===== config.mk =====
export PLATFORM = sky130hd
export DESIGN_NAME = vector_result_writeback
export DESIGN_NICKNAME = d
export VERILOG_FILES = /design/src/rtl/vector_result_writeback.sv
export SDC_FILE = /design/constraint.sdc
export NUM_CORES = 1
export LEC_CHECK = 0
export ABC_AREA = 0
export BUFFER_PORTS_ARGS = -buffer_cell sky130_fd_sc_hd__buf_2
export CAP_MARGIN = 20
export CORE_MARGIN = 5
export CORE_UTILIZATION = 51
export DETAILED_ROUTE_END_ITERATION = 16
export GPL_TIMING_DRIVEN = 0
export PLACE_DENSITY = 0.87
export SLEW_MARGIN = 10
export SYNTH_ARGS = -nofsm -noshare
export SYNTH_HDL_FRONTEND = slang
export SYNTH_SLANG_ARGS = --single-unit

===== constraint.sdc =====
create_clock -name clk -period 3.2 [get_ports clk]
set_input_delay 0.32 -clock clk [delete_from_list [all_inputs] [get_ports clk]]
set_output_delay 0.32 -clock clk [all_outputs]
set_load 0.01 [all_outputs]

===== src/rtl/vector_result_writeback.sv =====
//------------------------------------------------------------------------------
// Module   : vector_result_writeback
// Purpose  : Turns a functional-unit result stream into Vi element writes or a
//            single VM write, with a running chain count for dependent issue.
// Revision : 1.0 - initial release
//------------------------------------------------------------------------------
`default_nettype none

module vector_result_writeback #(
   parameter int LATENCY = 2,
   parameter int WIDTH   = 64
) (
   input  logic             clk,
   input  logic             rst,
   input  logic             i_start,
   input  logic [2:0]       i_i,
   input  logic [6:0]       i_vl,
   input  logic             i_mask_mode,
   input  logic [WIDTH-1:0] i_data,
   output logic             o_we,
   output logic [2:0]       o_wsel,
   output logic [5:0]       o_waddr,
   output logic [WIDTH-1:0] o_wdata,
   output logic             o_vm_we,
   output logic [WIDTH-1:0] o_vm_data,
   output logic [6:0]       o_chain_count,
   output logic             o_busy,
   output logic             o_done
);

   localparam logic [1:0] S_IDLE   = 2'd0;
   localparam logic [1:0] S_FILL   = 2'd1;
   localparam logic [1:0] S_STREAM = 2'd2;

   // FILL spends LATENCY-1 clocks; with LATENCY=1 it is skipped entirely.
   localparam logic       C_DIRECT    = (LATENCY == 1);
   localparam logic [3:0] C_FILL_LAST = 4'(LATENCY - 2);

   logic [1:0]       r_state;
   logic [3:0]       r_fill;
   logic [5:0]       r_k;
   logic [6:0]       r_n;
   logic [2:0]       r_i;
   logic             r_mask;

   logic             r_we;
   logic [2:0]       r_wsel;
   logic [5:0]       r_waddr;
   logic [WIDTH-1:0] r_wdata;
   logic             r_vm_we;
   logic [WIDTH-1:0] r_vm_data;
   logic [6:0]       r_chain;
   logic             r_done;

   logic [6:0]       w_vl_eff;
   logic             w_last;

   // A length of 0 or anything above 64 means a full 64-element vector.
   assign w_vl_eff = ((i_vl == 7'd0) || (i_vl > 7'd64)) ? 7'd64 : i_vl;
   assign w_last   = ({1'b0, r_k} == (r_n - 7'd1));

   always_ff @(posedge clk) begin
      if (rst) begin
         r_state   <= S_IDLE;
         r_fill    <= 4'd0;
         r_k       <= 6'd0;
         r_n       <= 7'd0;
         r_i       <= 3'd0;
         r_mask    <= 1'b0;
         r_we      <= 1'b0;
         r_wsel    <= 3'd0;
         r_waddr   <= 6'd0;
         r_wdata   <= '0;
         r_vm_we   <= 1'b0;
         r_vm_data <= '0;
         r_chain   <= 7'd0;
         r_done    <= 1'b0;
      end else begin
         r_we    <= 1'b0;
         r_vm_we <= 1'b0;
         r_done  <= 1'b0;
         case (r_state)
            S_IDLE: begin
               if (i_start) begin
                  r_i     <= i_i;
                  r_mask  <= i_mask_mode;
                  r_n     <= w_vl_eff;
                  r_chain <= 7'd0;
                  r_fill  <= 4'd0;
                  r_k     <= 6'd0;
                  r_state <= C_DIRECT ? S_STREAM : S_FILL;
               end
            end
            S_FILL: begin
               if (r_fill == C_FILL_LAST) begin
                  r_state <= S_STREAM;
               end else begin
                  r_fill <= r_fill + 4'd1;
               end
            end
            S_STREAM: begin
               // Mask results accumulate in the unit, so only the final sample matters.
               if (!r_mask) begin
                  r_we    <= 1'b1;
                  r_wsel  <= r_i;
                  r_waddr <= r_k;
                  r_wdata <= i_data;
                  r_chain <= {1'b0, r_k} + 7'd1;
               end else if (w_last) begin
                  r_vm_we   <= 1'b1;
                  r_vm_data <= i_data;
               end
               if (w_last) begin
                  r_done  <= 1'b1;
                  r_k     <= 6'd0;
                  r_state <= S_IDLE;
               end else begin
                  r_k <= r_k + 6'd1;
               end
            end
            default: r_state <= S_IDLE;
         endcase
      end
   end

   assign o_we          = r_we;
   assign o_wsel        = r_wsel;
   assign o_waddr       = r_waddr;
   assign o_wdata       = r_wdata;
   assign o_vm_we       = r_vm_we;
   assign o_vm_data     = r_vm_data;
   assign o_chain_count = r_chain;
   assign o_busy        = (r_state != S_IDLE);
   assign o_done        = r_done;

endmodule

`default_nettype wire


==> flow_metrics.env <==
export IMPL_status="completed"
export IMPL_nNetsFinal=1117
export IMPL_yosysTopAreaCellShare_pct=48.6
export IMPL_synthTopCellsByArea="dfxtp_1 49%, nand2b_1 12%, nand2_1 9.2%"
export IMPL_end_kind="flip-flop"
export IMPL_grt_use_total_pct=24.7
export IMPL_postCtsHoldBufs=0
export IMPL_numClockSinks=170
export IMPL_place_area_sq_um=8340
export IMPL_antenna_found_initial=0
export IMPL_critPathRequiredTime_ns=3.55
export IMPL_final_max_slew_viol_count=0
export IMPL_grt_overflow_total=0
export IMPL_max_freq_ghz=0.389
export IMPL_post_cts_buffers=0
export IMPL_met2_usage_pct=41.6
export IMPL_maxCapViolations=0
export IMPL_clk_pin_slew_ns=0.07
export IMPL_nFillCells=1065
export IMPL_cts_repair_resize_count=0
export IMPL_clock_path_buffers=2
export IMPL_drt_wl_total_um=20100
export IMPL_drtAntennaViolNets=0
export IMPL_numCtsBuffers=17
export IMPL_rsz0062_at_grt="no"
export IMPL_drt_iter0_markers=389
export IMPL_use_met3_pct=6.43
export IMPL_netlist_instances=792
export IMPL_async_flop_share_pct=0
export IMPL_cts_root_buf="clkbuf_16"
export IMPL_synth_common_cells="171 x nand2_1, 170 x dfxtp_1, 133 x nand2b_1, 84 x a21oi_1, 64 x mux2i_1"
export IMPL_synth_seq_cells=170
export IMPL_synth_warnings=0
export IMPL_initial_utilization_pct=52.4
export IMPL_vias_per_cell=5.20
export IMPL_drive_gt1_share_pct=25.7
export IMPL_hpwl_um=14900
export IMPL_setup_viol=0
export IMPL_hold_start="i_i[1]"
export IMPL_firstDrtPassIters=5
export IMPL_fin_skew_ns=0.00919
export IMPL_synth_flop_cell="dfxtp_1"
export IMPL_yosysMostFrequentCell="nand2_1"
export IMPL_hold_viol=0
export IMPL_slew_headroom_pct=28.1
export IMPL_ys_seq_area_share_pct=48.6
export IMPL_io_pin_count=226
export IMPL_crit_fanout=10
export IMPL_syn2layout_area_growth_pct=27.3
export IMPL_final_cell_area_sq_um=8910
export IMPL_vdd_ir_drop_worst_mv=0.524
export IMPL_synthMuxAreaShare_pct=9.16
export IMPL_leakage_nw=3.72
export IMPL_fin_crit_ns=2.57
export IMPL_crit_arrival_ns=2.91
export IMPL_startpoint="r_n[0]"
export IMPL_synth_top_family_by_area="simple AND/OR/NAND/NOR gates"
export IMPL_wl_per_cell_um=16.5
export IMPL_top_usage_layer="met2"
export IMPL_power_mw=4.61
export IMPL_die_x_um=127
export IMPL_core_sq_um=13300
export IMPL_worst_setup_path_start_kind="flip-flop"
export IMPL_portBuffers=224
export IMPL_tightest_slew_ns=1.08
export IMPL_remaining_drc_errors=0
export IMPL_synth_xor_area_share_pct=1.63
export IMPL_met1_usage_pct=30.5
export IMPL_fp_row_count=42
export IMPL_worstSetupPathType="reg2reg"
export IMPL_pwr_density_cell_nw_per_um2=518
export IMPL_grt_pass1_vias=6155
export IMPL_synthesis_nets=874
export IMPL_yosysTopAreaCell="dfxtp_1"
export IMPL_reg2reg_from="r_n[0]"
export IMPL_yosys_area_share_simple_pct=25.7
export IMPL_grt_max_degree=17
export IMPL_avgSynthCellArea_sq_um=8.83
export IMPL_period_share_pct=80.2
export IMPL_die_area_sq_um=16200
export IMPL_synth_cell_types=48
export IMPL_place_congestion=0.853
export IMPL_synthAdderAreaFrac_pct=0.715
export IMPL_die_y_um=127
export IMPL_vias=6363
export IMPL_grt_pass1_wl_um=31700
export IMPL_h_tree_depth=4
export IMPL_setup_tns_ns=0
export IMPL_synth_edf_count=0
export IMPL_syn_area_sq_um=7000
export IMPL_clock_latency_ns=0.43
export IMPL_synth_compound_area_share_pct=9.35
export IMPL_cts_tree="yes"
export IMPL_hold_class="in2reg"
-- final cells by class --
type / instances / area, sq um / share of cell area (%)
Sequential cell: 170 / 3400 / 38.2
Tap cell: 176 / 220 / 2.47
Antenna cell: 1 / 2.50 / 0.0281
Clock inverter: 11 / 110 / 1.24
Inverter: 5 / 18.8 / 0.211
Multi-Input combinational cell: 561 / 3260 / 36.6
Timing Repair Buffer: 224 / 1120 / 12.6
Clock buffer: 20 / 457 / 5.13
Buffer: 56 / 319 / 3.58
-- cells in the final DEF (no fill, tap or decap), types with 2 or more instances in the layout --
| master | netlist | routed |
|---|---|---|
| nand2b_1 | 133 | 133 |
| buf_12 | 6 | 6 |
| nor3b_1 | 3 | 3 |
| clkinv_4 | 0 | 4 |
| nand3_1 | 3 | 3 |
| nand2_1 | 171 | 171 |
| nor2b_1 | 5 | 5 |
| o21ai_0 | 2 | 2 |
| xnor2_1 | 7 | 7 |
| inv_1 | 5 | 5 |
| xor2_1 | 6 | 6 |
| nor3_1 | 7 | 7 |
| clkbuf_16 | 0 | 17 |
| o41ai_1 | 5 | 5 |
| a22o_1 | 4 | 4 |
| buf_2 | 3 | 227 |
| mux2i_1 | 64 | 64 |
| clkinv_2 | 0 | 2 |
| clkbuf_1 | 43 | 44 |
| inv_6 | 0 | 4 |
| ha_1 | 4 | 4 |
| a21oi_1 | 84 | 84 |
| a211oi_2 | 2 | 2 |
| or3_1 | 2 | 2 |
| a22oi_1 | 2 | 2 |
| buf_1 | 3 | 3 |
| dfxtp_1 | 170 | 170 |
| clkbuf_8 | 0 | 2 |
| nor2_1 | 30 | 30 |
| nand4_1 | 2 | 2 |
| nor4_1 | 2 | 2 |
| o31ai_1 | 3 | 3 |
-- report_power, final --
group          leakage, nW  switching (mW)  internal (mW)
clock network        0.282           0.861           1.12
logic                 2.07           0.264          0.166
registers             1.37          0.0345           2.17
-- metal layers --
layer  wire length [um]  part of all wire (%)  vias to the layer above
met5                  0                     0                        -
met2               9670                    48                      261
met3               1720                   8.5                       37
met4                529                   2.6                        0
met1               8220                    41                     2978
li1                   -                     -                     3087
-- flip-flops by register name, indices dropped and copies added (netlist names) --
name	flops
o_vm_data	64
o_wdata	64
o_chain_count	7
r_n	7
o_waddr	6
r_k	6
r_fill	4
o_wsel	3
r_i	3
r_state	2
o_done	1
o_vm_we	1
o_we	1
r_mask	1
-- critical path, cell delays in order, from the launching register on --
cell and delay (ns):
dfxtp_1 0.30, buf_2 0.18, inv_1 0.06, ha_1 0.28
nor2b_1 0.16, or3_1 0.35, a31o_2 0.26, a211oi_2 0.22
buf_6 0.25, buf_12 0.17, mux2i_1 0.24
-- final timing paths --
check / endpoint / depth (start not counted) / slack (ns)
setup reg to reg: o_vm_data[21] / 10 / 0.63
setup / recovery: o_vm_data[21] / 10 / 0.63
hold / removal: r_i[1] / 3 / 0.12
hold reg to reg: o_wdata[5] / 2 / 0.45
-- stage by stage --
step / instances / utilization [%] / setup slack [ns] / hold slack [ns]
floorplan: 792 / - / 0.940 / 0.432
global placement: 1192 / 62.5 / 0.734 / 0.438
detailed placement: 1192 / 62.5 / 0.659 / 0.443
CTS: 1223 / 66.7 / 0.654 / 0.111
global route: 1223 / 66.7 / 0.383 / 0.115
finish: 1224 / 66.7 / 0.632 / 0.124
-- cell families after synthesis --
| logic type | Yosys count |
|---|---|
| buffers and inverters | 61 |
| muxes | 64 |
| and+or+nand+nor | 367 |
| xor gates and xnor gates | 13 |
| AOI/OAI and AO/OA | 113 |
| adders and majority gates | 4 |
| DFF | 170 |
No activity file was read; power rests on OpenSTA's default activity.
